**src/rtl/cpu_fetch_pkg.sv**
```systemverilog
// Shared definitions for the instruction fetch front-end: PC geometry and the
// PC -> {X,Y} mapping used by the fetch unit, the memory loader and the bench.
package cpu_fetch_pkg;

    localparam int PC_WIDTH   = 32;
    localparam int INST_ALIGN = 2;
    localparam int IDX_BITS   = PC_WIDTH - INST_ALIGN;

    // Word index of a byte PC folded onto a 2^(2*addr_bits)-word array.
    // The result is {X,Y} right-aligned; upper PC bits alias (wrap) away.
    function automatic logic [IDX_BITS-1:0] pc_to_xy(input logic [PC_WIDTH-1:0] pc,
                                                     input int addr_bits);
        logic [IDX_BITS-1:0] mask;
        mask = '1;
        mask = mask >> (IDX_BITS - 2 * addr_bits);
        return pc[PC_WIDTH-1:INST_ALIGN] & mask;
    endfunction

endpackage

```
**src/rtl/fetch_skid_fifo.sv**
```systemverilog
// Two-entry skid FIFO between the memory response stage and decode.
// Entry 0 is always the head, so the head data is a plain register output and
// stays stable until it is popped.
module fetch_skid_fifo #(
    parameter int WIDTH = 64
) (
    input  logic             Clock,
    input  logic             Reset,
    input  logic             push,
    input  logic             pop,
    input  logic             flush,
    input  logic [WIDTH-1:0] push_data,
    output logic [WIDTH-1:0] head_data,
    output logic [1:0]       count
);

    logic [WIDTH-1:0] entry0;
    logic [WIDTH-1:0] entry1;

    // Storage and occupancy update; Reset beats flush, flush beats push/pop.
    always_ff @(posedge Clock) begin
        if (Reset) begin
            // NOTE: the two entries are ordinary flops, not a RAM macro, so they
            // can be reset; this is what makes the Inst_* outputs read zero after Reset.
            count  <= 2'd0;
            entry0 <= '0;
            entry1 <= '0;
        end else if (flush) begin
            count <= 2'd0;
        end else begin
            case ({push, pop})
                2'b10: begin
                    if (count == 2'd0) entry0 <= push_data;
                    else               entry1 <= push_data;
                    count <= count + 2'd1;
                end
                2'b01: begin
                    entry0 <= entry1;
                    count  <= count - 2'd1;
                end
                2'b11: begin
                    // Occupancy unchanged; the new word lands behind the survivor.
                    if (count == 2'd2) begin
                        entry0 <= entry1;
                        entry1 <= push_data;
                    end else begin
                        entry0 <= push_data;
                    end
                end
                default: ;
            endcase
        end
    end

    assign head_data = entry0;

    // The issue throttle upstream guarantees a push never meets a full FIFO.
    no_push_when_full: assert property (@(posedge Clock) disable iff (Reset)
        !(push && !flush && count == 2'd2));

endmodule

```
**src/rtl/imem_fetch.sv**
```systemverilog
// Instruction fetch front-end for the 2D-addressed instruction memory.
// Holds the fetch PC, drives X/Y addresses, tracks the one-cycle read latency
// and hands instructions to decode through a 2-entry skid FIFO.
module imem_fetch
    import cpu_fetch_pkg::*;
#(
    parameter int          ADDR_BITS  = 4,
    parameter int          DATA_WIDTH = 32,
    parameter logic [31:0] RESET_PC   = 32'h0000_0000
) (
    input  logic                  Clock,
    input  logic                  Reset,
    input  logic                  Redirect_valid,
    input  logic [PC_WIDTH-1:0]   Redirect_pc,
    output logic                  Mem_WriteEnable,
    output logic [ADDR_BITS-1:0]  Mem_X_addr,
    output logic [ADDR_BITS-1:0]  Mem_Y_addr,
    input  logic [DATA_WIDTH-1:0] Mem_Data_out,
    output logic                  Inst_valid,
    input  logic                  Inst_ready,
    output logic [DATA_WIDTH-1:0] Inst_data,
    output logic [PC_WIDTH-1:0]   Inst_pc
);

    localparam int XY_BITS    = 2 * ADDR_BITS;
    localparam int ENTRY_BITS = PC_WIDTH + DATA_WIDTH;

    logic [PC_WIDTH-1:0]   fetch_pc;
    logic [PC_WIDTH-1:0]   resp_pc;
    logic                  resp_valid;
    logic                  issue;
    logic                  pop;
    logic                  flush;
    logic [1:0]            fifo_count;
    logic [2:0]            occupancy;
    logic [XY_BITS-1:0]    word_xy;
    logic [ENTRY_BITS-1:0] head_entry;
    logic                  unused_redirect_lsbs;

    assign unused_redirect_lsbs = ^Redirect_pc[INST_ALIGN-1:0];

    // The memory reads every cycle from the current fetch PC; we only decide
    // which responses to keep.
    assign Mem_WriteEnable = 1'b0;
    assign word_xy         = XY_BITS'(pc_to_xy(fetch_pc, ADDR_BITS));
    assign Mem_X_addr      = word_xy[XY_BITS-1:ADDR_BITS];
    assign Mem_Y_addr      = word_xy[ADDR_BITS-1:0];

    // A redirect/reset cycle hides the head so no stale handshake can complete.
    assign flush      = Redirect_valid;
    assign Inst_valid = (fifo_count != 2'd0) && !Redirect_valid && !Reset;
    assign pop        = Inst_valid && Inst_ready;

    // Entries already owned after this cycle: buffered + in flight - leaving.
    // Issuing is safe only if that leaves room for the new word.
    assign occupancy = {1'b0, fifo_count} + {2'b00, resp_valid} - {2'b00, pop};
    assign issue     = !Reset && !Redirect_valid && (occupancy <= 3'd1);

    // Fetch PC and in-flight response tracking; Reset beats redirect.
    always_ff @(posedge Clock) begin
        // NOTE: non-blocking assignments so every flop samples pre-edge values,
        // e.g. resp_pc captures the PC that was actually issued, not PC+4.
        if (Reset) begin
            fetch_pc   <= RESET_PC;
            resp_valid <= 1'b0;
            resp_pc    <= '0;
        end else if (Redirect_valid) begin
            fetch_pc   <= {Redirect_pc[PC_WIDTH-1:INST_ALIGN], {INST_ALIGN{1'b0}}};
            resp_valid <= 1'b0;
        end else begin
            resp_valid <= issue;
            if (issue) begin
                resp_pc  <= fetch_pc;
                fetch_pc <= fetch_pc + 32'd4;
            end
        end
    end

    fetch_skid_fifo #(
        .WIDTH (ENTRY_BITS)
    ) u_skid (
        .Clock     (Clock),
        .Reset     (Reset),
        .push      (resp_valid),
        .pop       (pop),
        .flush     (flush),
        .push_data ({resp_pc, Mem_Data_out}),
        .head_data (head_entry),
        .count     (fifo_count)
    );

    assign Inst_pc   = head_entry[ENTRY_BITS-1:DATA_WIDTH];
    assign Inst_data = head_entry[DATA_WIDTH-1:0];

endmodule

```
**config.mk**
```make
export PLATFORM = sky130hd
export DESIGN_NAME = imem_fetch
export DESIGN_NICKNAME = d
export VERILOG_FILES = /design/src/rtl/cpu_fetch_pkg.sv /design/src/rtl/fetch_skid_fifo.sv /design/src/rtl/imem_fetch.sv
export SDC_FILE = /design/constraint.sdc
export NUM_CORES = 1
export LEC_CHECK = 0
export CORE_ASPECT_RATIO = 1.1
export CORE_UTILIZATION = 24
export DETAILED_ROUTE_END_ITERATION = 10
export PLACE_DENSITY = 0.4
export SLEW_MARGIN = 25
export SYNTH_ARGS = -nofsm -noshare
export SYNTH_HDL_FRONTEND = slang
export SYNTH_SLANG_ARGS = --single-unit
```
**constraint.sdc**
```tcl
create_clock -name Clock -period 9.2 [get_ports Clock]
set_input_delay 1.84 -clock Clock [delete_from_list [all_inputs] [get_ports Clock]]
set_output_delay 1.84 -clock Clock [all_outputs]
set_load 0.02 [all_outputs]
```
# Word-level counts from Yosys, hierarchy flattened
# Cells that the tools add are included.
# op_classes
add_sub_neg,5
magnitude_cmp,1
eq_ne,7
muxes,9
n_bitwise,1
n_reduce_logical,17
# ops
op,count
64-bit two-way mux,4
64-bit one-hot mux with 3 select lines,1
64-bit one-hot mux with 2 select lines,1
32-bit two-way mux,2
32-bit by 3-bit adder with 32-bit output (second input constant),1
2-bit nonzero test,4
2-bit == test (second input constant),3
1-bit logical AND,5
2-bit by 1-bit != test with 1-bit output (second input constant),2
2-bit one-hot mux with 2 select lines,1
4-bit AND reduction,1
2-bit by 1-bit adder with 3-bit output,1
3-bit by 1-bit <= comparator with 1-bit output (second input constant),1
3-bit AND reduction,1
3-bit nonzero test,1
3-bit by 1-bit subtractor with 3-bit output,1
2-bit by 1-bit adder with 2-bit output (second input constant),1
2-bit by 1-bit == test with 1-bit output (second input constant),1
1-bit zero test,2
2-bit zero test,1
2-bit != test (second input constant),1
2-bit AND reduction,1
2-bit OR reduction,1
2-bit by 1-bit subtractor with 2-bit output (second input constant),1
1-bit NOT,1
# totals
regBits,195
inputBits,68
output_inout_bits,74
wordCells,47

# Longest topological paths before layout
# Gate-level depths: netlist of run 1.
# logic_depth
word_depth,9
depth_mapped,15

# Modules after synthesis
# A second synthesis of run 1 with hierarchy kept.
# hier_totals
cells_unflattened,969
hier_area_um2,8360.5
# modules_own_cells
module,instances,cells_per_inst,area_each_um2,seq_area_each_um2
fetch_skid_fifo,1,595,5426.5,2602.5
imem_fetch,1,374,2934.1,1221.2

# Worst setup path after synthesis of run 1
# Ideal clock, no wire load.
# synth_path
path_type,input -> register
from,input Reset
to,register fetch_pc[21]
setup_time_ns,0.086
arrival_ns,5.009
slack_ns,4.106
cell_stages,14
path_cell_list,clkbuf_1 -> nor3_1 -> and2_1 -> ha_1 -> inv_1 -> ha_1 -> inv_1 -> fa_1 -> clkbuf_1 -> and3_1 -> nand4_2 -> nor4_1 -> xnor2_1 -> a211oi_1
# synth_between
elab_chain_len,7
word_cells_on_any_way,8
classes_between,1 x add/sub; 1 x order compare; 6 x reduce/logical
# synth_lines
item,line,text
"start, declared",imem_fetch.sv:12,"input logic Reset,"
1-bit zero test,imem_fetch.sv:51,assign Inst_valid = (fifo_count != 2'd0) && !Redirect_valid && !Reset;
1-bit logical AND,imem_fetch.sv:51,
net Inst_valid,imem_fetch.sv:19,"output logic Inst_valid,"
1-bit logical AND,imem_fetch.sv:52,assign pop = Inst_valid && Inst_ready;
3-bit by 1-bit subtractor with 3-bit output,imem_fetch.sv:56,"assign occupancy = {1'b0, fifo_count} + {2'b00, resp_valid} - {2'b00, pop};"
3-bit by 1-bit <= comparator with 1-bit output,imem_fetch.sv:57,assign issue = !Reset && !Redirect_valid && (occupancy <= 3'd1);
1-bit logical AND,imem_fetch.sv:57,
2-bit nonzero test (no line),--,
"end signal, assigned",imem_fetch.sv:68,"fetch_pc <= {Redirect_pc[PC_WIDTH-1:INST_ALIGN], {INST_ALIGN{1'b0}}};"
"end signal, assigned",imem_fetch.sv:74,fetch_pc <= fetch_pc + 32'd4;
"end, declared",imem_fetch.sv:28,logic [PC_WIDTH-1:0] fetch_pc;
# The timed path passes the listed nets, and every way through them passes these cells.
# A chain may end at the register's enable or synchronous reset.

# Worst setup path after layout of run 1
# layout_path
from,input Redirect_valid
to,register fetch_pc[20]
# layout_between
elab_chain_len,8
word_cells_on_any_way,10
classes_between,1 x add/sub; 1 x order compare; 1 x mux; 7 x reduce/logical
# layout_lines
item,line,text
"start, declared",imem_fetch.sv:13,"input logic Redirect_valid,"
1-bit zero test,"imem_fetch.sv:51, imem_fetch.sv:57",
1-bit logical AND (2 in series),imem_fetch.sv:51,
1-bit logical AND,imem_fetch.sv:52,
3-bit by 1-bit subtractor with 3-bit output,imem_fetch.sv:56,
3-bit by 1-bit <= comparator with 1-bit output,imem_fetch.sv:57,
1-bit logical AND,imem_fetch.sv:57,
2-bit nonzero test (no line),--,
# Parallel ways exist; a longest one is shown, timed or not.

==> impl_metrics.yaml, run 1 <==
grt:
  grt_start_max_net_pins: 109
  globalRouteTotalUtil_pct: 13.8
  grt_overflow_total: 0
  initial_antenna_violation_count: 0
  grt_pass1_vias: 6072
  grt_first_pass_wirelength_um: 35800
routing:
  routed_via_density: 4.54
  ant_nets: 0
  dr.first_iter.drc_count: 429
  detail_route.wirelength_um: 22600
  drt_first_pass_iters: 5
  remaining_drc_errors: 0
  via_count: 6594
  routedWlPerCell_um: 15.6
power:
  power.density_nw_per_um2: 190
  worst_ir_drop_vdd_v: 0.000114
  leakagePower_nw: 3.29
die:
  die_outline_height_um: 191
  core_area_um2: 31600
  die_width_um: 173
  initial_core_utilization_pct: 24.6
  io_pins: 142
  number_of_cell_rows: 68
  die-area_um2: 33100
synthesis:
  avgSynthCellArea_um2: 8.24
  synthMuxAreaShare_pct: 0.419
  postSynth.asyncResetShare_pct: 0
  synthDominantCellAreaShare_pct: 48.2
  synth-compound-area-share_pct: 21.5
  synthesis.instances: 942
  post_synth_instance_area_um2: 7760
  synth_top_family_by_area: "compound AO/OA/AOI/OAI gates"
  ys_seq_area_share_pct: 48.2
  synthDistinctLibCells: 42
  synth_fa_ha_area_share_pct: 1.39
  synth_top_cells_by_area: "sky130_fd_sc_hd__dfxtp_1 48%, sky130_fd_sc_hd__nand2_1 10%, sky130_fd_sc_hd__a211oi_1 7.1%, sky130_fd_sc_hd__a21oi_1 6.6%, sky130_fd_sc_hd__a22oi_1 6.0%"
  yosys.area.top_type: "sky130_fd_sc_hd__dfxtp_1"
  number_of_enable_flip_flop_cells_after_synthesis: 0
  synth-seq-cells: 187
  synth_top_flop_cell: "sky130_fd_sc_hd__dfxtp_1"
  synth-xor-area-share_pct: 3.14
  synth-simple-area-share_pct: 19.8
  synth-warning-count: 0
sta:
  grt_setup_unrepaired: "false"
  finClkSkew_ns: 0.0107
  worst_rel_slew_slack_pct: 32.4
  final-max-slew-violation-count: 0
  fin_crit_sh_pct: 59.6
  report.final.hold_viol_count: 0
  postLayoutSetupSlackWorst_ns: 3.72
  report.final.setup_viol: 0
  setup_tns_ns: 0
  maxClockFrequency_mhz: 182
  finalWorstPathRequiredPeriod_ns: 5.48
  max_slew.worst_pin.slew_ns: 1.01
setup_path:
  timing.reg2reg.worst_path_depth: 14
  end_kind: "flop"
  worst_setup_path_start_kind: "input port"
  worstReg2RegStart: "u_skid.count[1]"
  critical_path_fanout_max: 44
  ff2ff_setup_slack_ns: 5.11
  worst-setup-path-type: "in2reg"
  worstPathArrival_ns: 5.83
  worst_r2r_endpoint: "fetch_pc[20]"
  critical_path_required_ns: 9.55
worst_hold_path:
  min-delay-start: "u_skid.entry1[17]"
  worst_hold_path.num_cells: 2
  worst_hold_path_type: "reg2reg"
  worst_hold_path.endpoint: "u_skid.entry1[17]"
cts:
  numCtsBuffers: 17
  clock-root-buffer: "sky130_fd_sc_hd__clkbuf_16"
  cts.htree.levels: 4
  insertion_delay_ns: 0.43
  clock-sinks: 187
  cts.reportedPaths.clkPinSlew_ns: 0.07
  clock_tree.buffer_depth: 2
  postCtsSetupBuffers: 0
  post_cts_resized: 0
  holdBufCountCts: 0
  cts_tree: "done"
cells_and_area:
  multi_input_area_um2: 3640
  relative_area_change_from_synthesis_to_final_layout_pct: 29.5
  diodes: 0
  final-seq-area_um2: 3740
  final_nets: 1097
  nFillCells: 3380
  layout-drive-gt1-share_pct: 5.32
placed_design:
  port_buffers: 136
  finalWeightedCongestion: 0.732
  place.detailed.hpwl_um: 14000
  preCtsSetupSlack_ns: 3.26
run:
  drv.max_cap_violation_count: 0
run_status:
  outcome: "complete, no violations"
## cell usage in the layout (no fill, tap or decap), types with 7 or more instances in the layout
| cell type | synthesis | layout |
|---|---|---|
| sky130_fd_sc_hd__nand2_1 | 214 | 214 |
| sky130_fd_sc_hd__dfxtp_1 | 187 | 187 |
| sky130_fd_sc_hd__clkdlybuf4s50_1 | 0 | 135 |
| sky130_fd_sc_hd__a21oi_1 | 103 | 103 |
| sky130_fd_sc_hd__nor2_1 | 79 | 79 |
| sky130_fd_sc_hd__a211oi_1 | 73 | 73 |
| sky130_fd_sc_hd__a22oi_1 | 62 | 62 |
| sky130_fd_sc_hd__xnor2_1 | 21 | 21 |
| sky130_fd_sc_hd__clkbuf_16 | 0 | 17 |
| sky130_fd_sc_hd__nor3_1 | 12 | 11 |
| sky130_fd_sc_hd__nand4_1 | 10 | 10 |
| sky130_fd_sc_hd__nand3_1 | 11 | 10 |
| sky130_fd_sc_hd__and2_1 | 9 | 9 |
| sky130_fd_sc_hd__buf_4 | 12 | 9 |
| sky130_fd_sc_hd__inv_1 | 8 | 8 |
| sky130_fd_sc_hd__a31oi_1 | 8 | 7 |
| sky130_fd_sc_hd__ha_1 | 7 | 7 |
## registers in the layout (all words and copies together), names as in the netlist
signal / count
fetch_pc: 30
u_skid.head_data: 62
resp_valid: 1
u_skid.count: 2
resp_pc: 30
u_skid.entry1: 62
## report_power, final
group	internal, mW	total [mW]	switching [mW]	leakage (nW)
logic	0.0939	0.206	0.112	1.45
registers	0.844	0.874	0.0297	1.52
clock network	0.499	0.832	0.333	0.312
## metal layers
layer | global-route usage, % | vias to the layer above | wire length, um
met5 | 0 | - | 0
met4 | 3.98 | 0 | 228
met3 | 2.55 | 15 | 759
li1 | - | 3430 | -
met1 | 20.2 | 3014 | 11700
met2 | 20.4 | 135 | 9900
## Yosys cell counts (2+ instances only)
library cell and count:
sky130_fd_sc_hd__nand3_1 11, sky130_fd_sc_hd__a211oi_1 73, sky130_fd_sc_hd__and2_1 9, sky130_fd_sc_hd__o22ai_1 5, sky130_fd_sc_hd__nor2_1 79, sky130_fd_sc_hd__clkbuf_1 64
sky130_fd_sc_hd__nor4_1 6, sky130_fd_sc_hd__mux2_2 2, sky130_fd_sc_hd__o211ai_1 3, sky130_fd_sc_hd__buf_2 7, sky130_fd_sc_hd__ha_1 7, sky130_fd_sc_hd__nor3_1 12
sky130_fd_sc_hd__buf_1 4, sky130_fd_sc_hd__xor2_1 5, sky130_fd_sc_hd__a22oi_1 62, sky130_fd_sc_hd__nand2_1 214, sky130_fd_sc_hd__and4_1 4, sky130_fd_sc_hd__a21oi_1 103
sky130_fd_sc_hd__nor2b_1 3, sky130_fd_sc_hd__nand4_1 10, sky130_fd_sc_hd__xnor2_1 21, sky130_fd_sc_hd__inv_1 8, sky130_fd_sc_hd__and3_1 7, sky130_fd_sc_hd__dfxtp_1 187
sky130_fd_sc_hd__buf_4 12, sky130_fd_sc_hd__a31oi_1 8
## worst max-delay path, cell delays in order
cell and delay, ns:
sky130_fd_sc_hd__clkdlybuf4s50_1 0.39, sky130_fd_sc_hd__buf_4 0.22, sky130_fd_sc_hd__nor3_1 0.25, sky130_fd_sc_hd__and2_1 0.24, sky130_fd_sc_hd__ha_1 0.25, sky130_fd_sc_hd__inv_1 0.05, sky130_fd_sc_hd__ha_1 0.13, sky130_fd_sc_hd__inv_1 0.05
sky130_fd_sc_hd__fa_1 0.40, sky130_fd_sc_hd__xnor2_2 0.47, sky130_fd_sc_hd__nand3_2 0.11, sky130_fd_sc_hd__buf_4 0.29, sky130_fd_sc_hd__or3_4 0.47, sky130_fd_sc_hd__or4b_1 0.47, sky130_fd_sc_hd__a31oi_1 0.16
## stage by stage
stage               utilization, %  hold slack (ns)  cells  cell area [um^2]  power (mW)
floorplan                        -            0.437    944              7770        1.00
global placement              29.7            0.442   1422              9370        1.10
detailed placement            29.7            0.447   1422              9370        1.10
CTS                           31.8            0.456   1454             10000        1.95
global route                  31.8            0.469   1454             10100        2.00
finish                        31.8            0.455   1454             10100        1.91
## worst max path at each step
| stage | slack (ns) | from | cells past startpoint | to |
|---|---|---|---|---|
| floorplan | 4.11 | Reset | 14 | fetch_pc[21] |
| global placement | 3.25 | Redirect_valid | 15 | fetch_pc[20] |
| detailed placement | 3.26 | Redirect_valid | 15 | fetch_pc[20] |
| CTS | 3.71 | Redirect_valid | 15 | fetch_pc[20] |
| global route | 3.40 | Redirect_valid | 15 | fetch_pc[20] |
| finish | 3.72 | Redirect_valid | 15 | fetch_pc[20] |
## final cells by class
cell class                 instances  share of cell area, %
clock buffer                      19                   4.51
clock inverter                    13                   2.14
inverter                           9                  0.336
multi-input combinational        660                   36.2
sequential                       187                   37.2
tap                              420                   5.23
timing repair buffer             146                   14.3
## cell families after synthesis
logic type,Yosys count
flip-flops,187
AND/OR/NAND/NOR,361
multiplexers,3
adder cells (fa/ha/maj),8
other,1
AO/OA/AOI/OAI,258
buffers and inverters,97
XOR/XNOR,27
(Power assumes the default switching activity.)
==> run 2: changes to the inputs <==
clock period = 5.5 ns   (was 9.2 ns; I/O delays follow)
==> impl_metrics.yaml, run 2 (synthesis gave the netlist of run 1 again) <==
setup_path:
  worstPathArrival_ns: 4.63
  timing.critical_path.from: "Redirect_valid"
  worst-setup-path-type: "in2reg"
  timing.reg2reg.worst_path_depth: 13
  worst_r2r_endpoint: "fetch_pc[20]"
  worstReg2RegStart: "u_skid.count[1]"
  critical_path_fanout_max: 14
  crit_path_to: "fetch_pc[20]"
  ff2ff_setup_slack_ns: 1.72
  end_kind: "flop"
  critical_path_required_ns: 5.85
  worst_setup_path_start_kind: "input port"
die:
  core_area_um2: 31600
  die_width_um: 173
  number_of_cell_rows: 68
  io_pins: 142
  die-area_um2: 33100
  initial_core_utilization_pct: 24.6
  die_outline_height_um: 191
grt:
  grt_pass1_vias: 6238
  initial_antenna_violation_count: 0
  grt_start_max_net_pins: 188
  globalRouteTotalUtil_pct: 13.9
  grt_overflow_total: 0
  grt_first_pass_wirelength_um: 36000
run:
  drv.max_cap_violation_count: 0
cts:
  post_cts_resized: 0
  cts.htree.levels: 4
  clock_tree.buffer_depth: 2
  clock-root-buffer: "sky130_fd_sc_hd__clkbuf_16"
  clock-sinks: 187
  postCtsSetupBuffers: 0
  cts.reportedPaths.clkPinSlew_ns: 0.06
  numCtsBuffers: 17
  holdBufCountCts: 0
  insertion_delay_ns: 0.43
  cts_tree: "done"
power:
  worst_ir_drop_vdd_v: 0.000195
  leakagePower_nw: 3.30
  finalPower_mw: 3.15
  power.density_nw_per_um2: 313
sta:
  finClkSkew_ns: 0.00954
  worst_rel_slew_slack_pct: 35.8
  grt_setup_unrepaired: "false"
  finalWorstPathRequiredPeriod_ns: 4.28
  maxClockFrequency_mhz: 234
  report.final.setup_viol: 0
  report.final.hold_viol_count: 0
  setup_tns_ns: 0
  fin_crit_sh_pct: 77.8
  max_slew.worst_pin.slew_ns: 0.963
  final-max-slew-violation-count: 0
routing:
  drt_first_pass_iters: 4
  dr.first_iter.drc_count: 509
  routedWlPerCell_um: 15.5
  via_count: 6588
  detail_route.wirelength_um: 22600
  remaining_drc_errors: 0
  ant_nets: 0
  routed_via_density: 4.52
placed_design:
  port_buffers: 136
  finalWeightedCongestion: 0.714
  place.detailed.hpwl_um: 14300
cells_and_area:
  layout-drive-gt1-share_pct: 5.58
  relative_area_change_from_synthesis_to_final_layout_pct: 29.9
  most_common_cell_after_layout_fill_and_taps_aside: "sky130_fd_sc_hd__nand2_1"
  layout.core_utilization_pct: 31.9
  mostFrequentLayoutCells: "214 x sky130_fd_sc_hd__nand2_1, 187 x sky130_fd_sc_hd__dfxtp_1, 135 x sky130_fd_sc_hd__clkdlybuf4s50_1"
  diodes: 0
  final_nets: 1102
run_status:
  outcome: "complete, no violations"
worst_hold_path:
  worst_hold_path_type: "reg2reg"
-- run 2: changes by cell type in the layout (fill, tap and decap cells not counted), sizes merged --
cell,previous run,this run
buf,11,16
bufinv,5,4
clkbuf,19,22
clkinv,4,3
inv,9,8
-- run 2: final cells by class --
| type | count | area [um^2] |
|---|---|---|
| Sequential cell | 187 | 3740 |
| Clock buffer | 22 | 474 |
| Tap cell | 420 | 526 |
| Fill cell | 3354 | 21500 |
| Clock inverter | 10 | 164 |
| Inverter | 9 | 33.8 |
| Multi-Input combinational cell | 660 | 3630 |
| Timing Repair Buffer | 151 | 1510 |
-- run 2: layer usage --
layer / global-route usage [%] / up-vias / wire length [um]
met2: 20.4 / 135 / 9610
met5: 0 / - / 0
met4: 4.53 / 0 / 298
met1: 20.2 / 3006 / 11900
li1: - / 3429 / -
met3: 2.51 / 18 / 786
-- run 2: worst min path at each step --
| stage | from | endpoint | slack, ns | cells after the start |
|---|---|---|---|---|
| after floorplan | u_skid.entry1[0] | u_skid.entry1[0] | 0.44 | 2 |
| after global placement | u_skid.entry1[59] | u_skid.entry1[59] | 0.44 | 2 |
| after detailed placement | u_skid.entry1[62] | u_skid.entry1[62] | 0.45 | 2 |
| after CTS | u_skid.entry1[13] | u_skid.entry1[13] | 0.46 | 2 |
| after global routing | u_skid.entry1[62] | u_skid.entry1[62] | 0.47 | 2 |
| final | u_skid.entry1[13] | u_skid.entry1[13] | 0.46 | 2 |
-- run 2: where the power goes --
part / switching, mW / total (mW) / internal (mW)
Sequential: 0.0499 / 1.46 / 1.41
Combinational: 0.188 / 0.348 / 0.160
Clock: 0.542 / 1.34 / 0.798
-- run 2: metrics by stage --
stage | cell area, um^2 | instances | setup slack, ns | hold slack, ns
after global routing | 10100 | 1459 | 1.01 | 0.467
after detailed placement | 9440 | 1427 | 0.736 | 0.447
after global placement | 9440 | 1427 | 0.729 | 0.442
after CTS | 10100 | 1459 | 1.18 | 0.456
after floorplan | 7770 | 944 | 1.15 | 0.437
final | 10100 | 1459 | 1.22 | 0.455
-- run 2: critical path, cell delays in order --
cell	delay (ns)
sky130_fd_sc_hd__clkdlybuf4s50_1	0.47
sky130_fd_sc_hd__nor3_1	0.25
sky130_fd_sc_hd__and2_1	0.24
sky130_fd_sc_hd__ha_1	0.25
sky130_fd_sc_hd__inv_1	0.05
sky130_fd_sc_hd__ha_1	0.13
sky130_fd_sc_hd__inv_1	0.04
sky130_fd_sc_hd__fa_1	0.48
sky130_fd_sc_hd__buf_4	0.18
sky130_fd_sc_hd__nand3_2	0.29
sky130_fd_sc_hd__or3_4	0.52
sky130_fd_sc_hd__or4b_1	0.47
sky130_fd_sc_hd__a31oi_1	0.15
